$ cat src/rtl/control_sequencer_pkg.sv
// Shared definitions for the accumulator-CPU control sequencer.
// Holds the stage encoding, opcode values, and the control-word bit masks.
// The CPU datapath muxes use the same control-word bit map.
// Control word bits:
//   j0 co1 ce2 oi3 bi4 su5 eo6 ao7 ai8 ii9 io10 ro11 ri12 mi13 hlt14
package control_sequencer_pkg;

    localparam int unsigned OPCODE_W = 4;
    localparam int unsigned CTRL_W   = 15;
    localparam int unsigned STAGE_W  = 3;

    typedef enum logic [STAGE_W-1:0] {
        ST_INIT = 3'd0,
        ST_T1   = 3'd1,
        ST_T2   = 3'd2,
        ST_T3   = 3'd3,
        ST_T4   = 3'd4,
        ST_T5   = 3'd5
    } stage_t;

    localparam logic [OPCODE_W-1:0] OP_NOP = 4'b0000;
    localparam logic [OPCODE_W-1:0] OP_LDA = 4'b0001;
    localparam logic [OPCODE_W-1:0] OP_ADD = 4'b0010;
    localparam logic [OPCODE_W-1:0] OP_SUB = 4'b0011;
    localparam logic [OPCODE_W-1:0] OP_STA = 4'b0100;
    localparam logic [OPCODE_W-1:0] OP_LDI = 4'b0101;
    localparam logic [OPCODE_W-1:0] OP_JMP = 4'b0110;
    localparam logic [OPCODE_W-1:0] OP_JC  = 4'b0111;
    localparam logic [OPCODE_W-1:0] OP_JZ  = 4'b1000;
    localparam logic [OPCODE_W-1:0] OP_OUT = 4'b1110;
    localparam logic [OPCODE_W-1:0] OP_HLT = 4'b1111;

    localparam logic [CTRL_W-1:0] CB_J   = 15'h0001;
    localparam logic [CTRL_W-1:0] CB_CO  = 15'h0002;
    localparam logic [CTRL_W-1:0] CB_CE  = 15'h0004;
    localparam logic [CTRL_W-1:0] CB_OI  = 15'h0008;
    localparam logic [CTRL_W-1:0] CB_BI  = 15'h0010;
    localparam logic [CTRL_W-1:0] CB_SU  = 15'h0020;
    localparam logic [CTRL_W-1:0] CB_EO  = 15'h0040;
    localparam logic [CTRL_W-1:0] CB_AO  = 15'h0080;
    localparam logic [CTRL_W-1:0] CB_AI  = 15'h0100;
    localparam logic [CTRL_W-1:0] CB_II  = 15'h0200;
    localparam logic [CTRL_W-1:0] CB_IO  = 15'h0400;
    localparam logic [CTRL_W-1:0] CB_RO  = 15'h0800;
    localparam logic [CTRL_W-1:0] CB_RI  = 15'h1000;
    localparam logic [CTRL_W-1:0] CB_MI  = 15'h2000;
    localparam logic [CTRL_W-1:0] CB_HLT = 15'h4000;

    // ALU result written back to A: the stage after which C/Z are latched
    localparam logic [CTRL_W-1:0] CB_FLAG_LOAD = CB_EO | CB_AI;

endpackage

$ cat src/rtl/control_sequencer_rom.sv
// Microcode ROM: combinational map from the stage being entered, the opcode
// in effect for that stage, and the latched flags to the control word to be
// registered for that stage plus a flag marking the instruction's last stage.
// Ports:
//   stage   in  stage about to be entered
//   op      in  opcode governing that stage
//   c, z    in  latched carry / zero flags
//   ctrl    out control word for that stage
//   last    out 1 if that stage ends the instruction
module control_sequencer_rom
    import control_sequencer_pkg::*;
(
    input  stage_t              stage,
    input  logic [OPCODE_W-1:0] op,
    input  logic                c,
    input  logic                z,
    output logic [CTRL_W-1:0]   ctrl,
    output logic                last
);

    always_comb begin
        ctrl = '0;
        last = 1'b0;
        case (stage)
            ST_T1: ctrl = CB_MI | CB_CO;
            ST_T2: ctrl = CB_RO | CB_II | CB_CE;
            ST_T3: begin
                case (op)
                    OP_LDA, OP_ADD, OP_SUB, OP_STA: ctrl = CB_IO | CB_MI;
                    OP_LDI: begin ctrl = CB_IO | CB_AI; last = 1'b1; end
                    OP_JMP: begin ctrl = CB_IO | CB_J;  last = 1'b1; end
                    OP_OUT: begin ctrl = CB_AO | CB_OI; last = 1'b1; end
                    OP_JC: begin
                        ctrl = c ? (CB_IO | CB_J) : '0;
                        last = 1'b1;
                    end
                    OP_JZ: begin
                        ctrl = z ? (CB_IO | CB_J) : '0;
                        last = 1'b1;
                    end
                    OP_HLT: ctrl = CB_HLT;
                    default: last = 1'b1;
                endcase
            end
            ST_T4: begin
                case (op)
                    OP_LDA:         begin ctrl = CB_RO | CB_AI; last = 1'b1; end
                    OP_ADD, OP_SUB: ctrl = CB_RO | CB_BI;
                    OP_STA:         begin ctrl = CB_RI | CB_AO; last = 1'b1; end
                    default:        last = 1'b1;
                endcase
            end
            ST_T5: begin
                last = 1'b1;
                case (op)
                    OP_ADD:  ctrl = CB_EO | CB_AI;
                    OP_SUB:  ctrl = CB_EO | CB_AI | CB_SU;
                    default: ctrl = '0;
                endcase
            end
            default: ctrl = '0;
        endcase
    end

endmodule

$ cat src/rtl/control_sequencer.sv
// Microcoded control unit for the 8-bit accumulator CPU.
// Steps INIT,T1..T5, decodes the opcode through the microcode ROM and drives
// the registered control word. Also keeps the latched ALU flags, run/step
// gating and the sticky halt. All state changes on the falling clock edge.
// Ports:
//   clk         system clock (state updates on negedge)
//   rst         asynchronous active-high reset
//   run         free-run enable
//   step        level-sampled single-step request when run=0
//   opcode      IR[7:4]
//   carry_in    ALU carry out
//   zero_in     ALU result is zero
//   ctrl        registered control word
//   stage       current stage (INIT=0, T1..T5=1..5)
//   halted      sticky halt status
//   instr_done  high during the last stage of each instruction
module control_sequencer
    import control_sequencer_pkg::*;
#(
    parameter int unsigned OPCODE_WIDTH = 4,
    parameter int unsigned CTRL_WIDTH   = 15,
    parameter int unsigned STAGE_WIDTH  = 3
) (
    input  logic                    clk,
    input  logic                    rst,
    input  logic                    run,
    input  logic                    step,
    input  logic [OPCODE_WIDTH-1:0] opcode,
    input  logic                    carry_in,
    input  logic                    zero_in,
    output logic [CTRL_WIDTH-1:0]   ctrl,
    output logic [STAGE_WIDTH-1:0]  stage,
    output logic                    halted,
    output logic                    instr_done
);

    stage_t              stage_q, stage_d, target;
    logic [CTRL_W-1:0]   ctrl_q, ctrl_d, rom_ctrl;
    logic                done_q, done_d, rom_last;
    logic                c_q, c_d, z_q, z_d;
    logic                halted_q, halted_d;
    logic [OPCODE_W-1:0] op_q, op_d, rom_op;
    logic                advance;

    assign advance = (run | step) & ~halted_q;

    // Stage that the next advance would enter.
    always_comb begin
        target = ST_T1;
        case (stage_q)
            ST_INIT: target = ST_T1;
            ST_T1:   target = ST_T2;
            ST_T2:   target = ST_T3;
            ST_T3:   target = done_q ? ST_T1 : ST_T4;
            ST_T4:   target = done_q ? ST_T1 : ST_T5;
            ST_T5:   target = ST_T1;
            default: target = ST_T1;
        endcase
    end

    // The opcode is captured at the edge entering T3, so that stage must
    // decode the live input rather than the not-yet-loaded op register.
    assign rom_op = (target == ST_T3) ? opcode : op_q;

    control_sequencer_rom u_rom (
        .stage (target),
        .op    (rom_op),
        .c     (c_q),
        .z     (z_q),
        .ctrl  (rom_ctrl),
        .last  (rom_last)
    );

    always_comb begin
        stage_d  = stage_q;
        ctrl_d   = ctrl_q;
        done_d   = done_q;
        c_d      = c_q;
        z_d      = z_q;
        halted_d = halted_q;
        op_d     = op_q;
        if (advance) begin
            if ((ctrl_q & CB_HLT) != '0) begin
                // Freeze in the HLT stage with its control word still asserted.
                halted_d = 1'b1;
            end else begin
                stage_d = target;
                ctrl_d  = rom_ctrl;
                done_d  = rom_last;
                if (target == ST_T3) begin
                    op_d = opcode;
                end
                if ((ctrl_q & CB_FLAG_LOAD) == CB_FLAG_LOAD) begin
                    c_d = carry_in;
                    z_d = zero_in;
                end
            end
        end
    end

    always_ff @(negedge clk or posedge rst) begin
        if (rst) begin
            stage_q  <= ST_INIT;
            ctrl_q   <= '0;
            done_q   <= 1'b0;
            c_q      <= 1'b0;
            z_q      <= 1'b0;
            halted_q <= 1'b0;
            op_q     <= '0;
        end else begin
            stage_q  <= stage_d;
            ctrl_q   <= ctrl_d;
            done_q   <= done_d;
            c_q      <= c_d;
            z_q      <= z_d;
            halted_q <= halted_d;
            op_q     <= op_d;
        end
    end

    assign ctrl       = ctrl_q;
    assign stage      = stage_q;
    assign halted     = halted_q;
    assign instr_done = done_q;

endmodule

$ cat config.mk
export PLATFORM = sky130hd
export DESIGN_NAME = control_sequencer
export DESIGN_NICKNAME = d
export VERILOG_FILES = /design/src/rtl/control_sequencer_pkg.sv /design/src/rtl/control_sequencer_rom.sv /design/src/rtl/control_sequencer.sv
export SDC_FILE = /design/constraint.sdc
export NUM_CORES = 1
export LEC_CHECK = 0
export ABC_AREA = 0
export ABC_CLOCK_PERIOD_IN_PS = 2250
export CORE_AREA = 2 2 66 68
export CTS_BUF_LIST = sky130_fd_sc_hd__clkbuf_8
export DETAILED_ROUTE_END_ITERATION = 7
export DIE_AREA = 0 0 68 70
export PLACE_DENSITY = 0.64
export SLEW_MARGIN = 20
export SYNTH_ARGS = -nofsm -noshare
export SYNTH_HDL_FRONTEND = slang
export SYNTH_SLANG_ARGS = --single-unit
$ cat constraint.sdc
create_clock -name clk -period 2.25 [get_ports clk]
set_input_delay 0.675 -clock clk [delete_from_list [all_inputs] [get_ports clk]]
set_output_delay 0.675 -clock clk [all_outputs]
set_load 0.01 [all_outputs]
# Word level (Yosys, flattened, before mapping)
# Cells that the tools add are included.
# totals
register_bits,26
input_bits,10
elab_cells,52
# op_classes
n_mux,14
eq_ne,20
bitwise,4
reduce_logical,6
# ops
operator,count
15-bit one-hot mux with 7 select lines,1
15-bit one-hot mux with 5 select lines,1
13-bit one-hot mux with 3 select lines,1
11-bit two-way mux,2
9-bit one-hot mux with 2 select lines,1
"4-bit by 3-bit equality test with 1-bit output, second input constant",4
15-bit two-way mux,1
"3-bit by 2-bit equality test with 1-bit output, second input constant",4
"4-bit equality test, second input constant",3
3-bit one-hot mux with 4 select lines,1
"3-bit equality test, second input constant",3
"4-bit by 2-bit equality test with 1-bit output, second input constant",2
"3-bit by 1-bit equality test with 1-bit output, second input constant",2
3-bit two-way mux,2
5-bit OR reduction,1
"4-bit by 1-bit equality test with 1-bit output, second input constant",1
4-bit two-way mux,1
2-bit AND reduction,2
4-bit OR reduction,1
1-bit one-hot mux with 3 select lines,1
3-bit AND reduction,1
"2-bit equality test, second input constant",1
1-bit two-way mux,2
1-bit inverter,2
3 further kinds,3

# Logic depth before layout (Yosys ltp)
# logic_depth
depth_word,9
depth_mapped,7

# By module
# Synthesis repeated with hierarchy kept, for this count alone.
# hier_totals
hier_cells,126
area_unflattened_um2,1445.1
# by_module_without_submodules
module,area_each_um2,cells_per_inst,n_inst,seq_area_each_um2
control_sequencer,1117.3,73,1,650.6
control_sequencer_rom,327.8,53,1,0.0

==> flow_summary.json <==
{
  "status": "complete, but fails checks",
  "violations": "negative setup slack",
  "cp.arrival_ns": 1.87,
  "crit_type": "in2reg",
  "cp-end-kind": "flop",
  "setup_violations": 44,
  "crit_path_cell_trace": "buf_8 -> nor2_4 -> or3_4 -> buf_4 -> buf_6 -> a311oi_4 -> a22o_1",
  "finalHoldViolCount": 0,
  "cts_buffer_depth": 2,
  "cts_made_buffers": 3,
  "switchingPower_mw": 1.03,
  "path_delay_family": "simple AND/OR/NAND/NOR gates",
  "layout_setup_ws_ns": -0.423,
  "slew_headroom_pct": 64.6,
  "worst_slew_pin_slew_ns": 0.531,
  "portBuffers": 29,
  "start_util_pct": 33.0,
  "drt_iter0_drc": 72,
  "wl_per_cell_um": 15.1,
  "wl_met2_um": 2110,
  "cts-root-buf": "clkbuf_8",
  "slew_violations": 0,
  "grt_setup_unrepaired": "yes",
  "firstDrtPassIters": 4,
  "swShare_pct": 40.1,
  "drc": 0,
  "drive_gt1_share_pct": 56.6,
  "io_pins": 30,
  "nFillCells": 340,
  "dr_wl_met3_um": 196,
  "clockPowerShare_pct": 10.6,
  "top_layer_used": "met4",
  "synth_nets": 155,
  "syn_area_per_cell_um2": 9.43,
  "die_h_um": 70,
  "grt_max_degree": 26,
  "grtUsageTotal_pct": 18.4,
  "ys_types": 42,
  "cts_tree": "yes",
  "grt-ovfl-total": 0,
  "htree_levels": 1,
  "grt_pass1_vias": 1396,
  "clk_pin_slew_ns": 0.06,
  "slowest_stage": "or3_4",
  "async_reset_ff_share_pct": 100,
  "max-cap-violations": 0,
  "peakVddDrop_mv": 0.355,
  "skew_ns": 0.00337,
  "dp_hpwl_um": 2690,
  "areaGrowthSynthToFinish_pct": 70.7,
  "synth.area.top_cells": "dfrtn_1, mux2_2, nand2_1",
  "yosysWarningCount": 0,
  "cpPeakStageDelay_ns": 0.38,
  "tns_ns": -15.37,
  "synth-seq-area-share_pct": 45.7,
  "core-area_um2": 4140,
  "power.density_nw_per_um2": 1100,
  "synth_edf_count": 0,
  "worstPathRequired_ns": 1.44,
  "synth.top_cell.area_share_pct": 45.7,
  "synthFlopType": "dfrtn_1",
  "cts-hold-fix-buffers": 0,
  "wl_um": 4130,
  "routed-via-count": 1416,
  "path_buf_inv": 3,
  "ys_seq_elements": 25,
  "antenna_found_initial": 0,
  "p_comb_share_pct": 61.0,
  "die_area_um2": 4760,
  "design_area_um2": 2330,
  "rows": 24,
  "critPathMaxFanout": 6,
  "viasPerCell": 5.19,
  "die_x_um": 68,
  "final_nets": 232,
  "synth_top_cell_by_area": "dfrtn_1",
  "hold_path_class": "reg2reg",
  "antenna_left": 0,
  "start_kind": "input port",
  "drt-met1-wl_um": 1740,
  "postPlaceCellArea_um2": 2010,
  "routabilityCongestion": 0.951,
  "grt_first_pass_wirelength_um": 6690,
  "pwr-share-seq_pct": 28.4,
  "cts.sinks": 25,
  "p_int_mw": 1.54,
  "worst_skew_pair.late_latency_ns": 0.28,
  "n_antenna_cell": 0,
  "syn_area_um2": 1370,
  "p_leak_nw": 1.12,
  "synth_cells": 145
}
[layer usage]
layer / up-vias / GRT usage, %
li1: 679 / -
met1: 674 / 22.7
met2: 53 / 31.5
met3: 10 / 3.38
met4: 0 / 6.22
met5: - / 0
[power groups by stage]
| stage | clock (mW) | sequential [mW] | combinational [mW] |
|---|---|---|---|
| final | 0.272 | 0.730 | 1.56 |
| after detailed placement | 0 | 0.731 | 1.29 |
| after floorplan | 0 | 0.776 | 0.669 |
| after global placement | 0 | 0.719 | 1.28 |
| after CTS | 0.276 | 0.719 | 1.39 |
| after global routing | 0.295 | 0.745 | 1.68 |
[path summary, 6_finish.rpt]
path	endpoint	slack, ns	from	cells after the start
worst min register to register	z_q	0.47	z_q	1
worst max register to register	ctrl[0]	0.02	stage[2]	8
worst max-delay path	ctrl[0]	-0.42	run	7
max in group asynchronous	instr_done	0.34	rst	3
min in group asynchronous	ctrl[7]	1.73	rst	3
worst min-delay path	z_q	0.47	z_q	1
[area by class of cell]
class	count	area (µm²)	area share [%]
clock inverters	1	5.00	0.214
well taps	52	65.1	2.79
repair buffers	83	679	29.1
clock buffers	3	41.3	1.77
flip-flops and latches	25	626	26.8
multi-input cells	107	908	38.9
inverters	2	10.0	0.429
[logic make-up after synthesis]
| group | share of synthesized area (%) |
|---|---|
| AND/OR/NAND/NOR | 23.7 |
| AO/OA/AOI/OAI | 18.1 |
| flip-flops | 45.7 |
| buffers and inverters | 4.58 |
| multiplexers | 7.23 |
| XOR/XNOR | 0.641 |
[metrics by stage]
step	hold slack [ns]	utilization [%]	setup slack (ns)	power [mW]	instances
floorplan	0.431	-	-0.653	1.45	145
global placement	0.447	48.6	-1.33	2.00	252
detailed placement	0.465	48.6	-1.33	2.03	252
CTS	0.463	52.7	-0.480	2.38	267
global route	0.490	56.3	-0.448	2.72	273
finish	0.466	56.3	-0.423	2.57	273
[worst reg2reg max path, stage by stage, from the launching register on]
cell and delay, ns:
dfrtn_1 0.35, buf_4 0.13, buf_4 0.12, buf_4 0.17, or3b_1 0.62, and3_1 0.31, o221ai_2 0.13, o21ai_1 0.08
a22o_1 0.19
[layout by cell type, fill, tap and decap left out, drive strengths merged, types with 2 or more instances in the layout]
cell            n
nor3            2
a221oi          2
buf            80
o31ai           2
clkdlybuf4s50   3
nor2           11
a311oi          2
or4             2
a22o            4
mux2i           2
mux2            7
dfrtn          25
nand2b          3
and3            4
a21o            2
o21ai          10
a31oi           2
a21oi           6
or3             3
clkbuf          3
nand2          20
nand4           3
nand3           6
inv             2
[timing repair]
action,in CTS,in global routing
setup endpoints to repair,45,44
resized for setup,149,24
setup buffers,12,8
endpoints found under the hold margin,0,0
pin swaps,16,25
cloned,0,0
[registers in the layout (all words and copies together) (netlist names)]
register	cells
halted	1
stage	3
c_q	1
ctrl	14
z_q	1
instr_done	1
op_q	4
[synth_stat cells, types with 2 or more instances]
library cell and instances:
a21o_1 2, a21oi_1 6, a221oi_1 2, a22o_1 4, a311oi_1 2, a31oi_1 2, and3_1 4, buf_2 2
clkbuf_1 7, dfrtn_1 25, inv_1 2, mux2_2 7, mux2i_1 2, nand2_1 20, nand2b_1 3, nand3_1 5
nand4_1 3, nor2_1 11, nor3_1 2, o21ai_0 9, o31ai_1 2, or3_1 3
No activity file was read; power rests on OpenSTA's default activity.
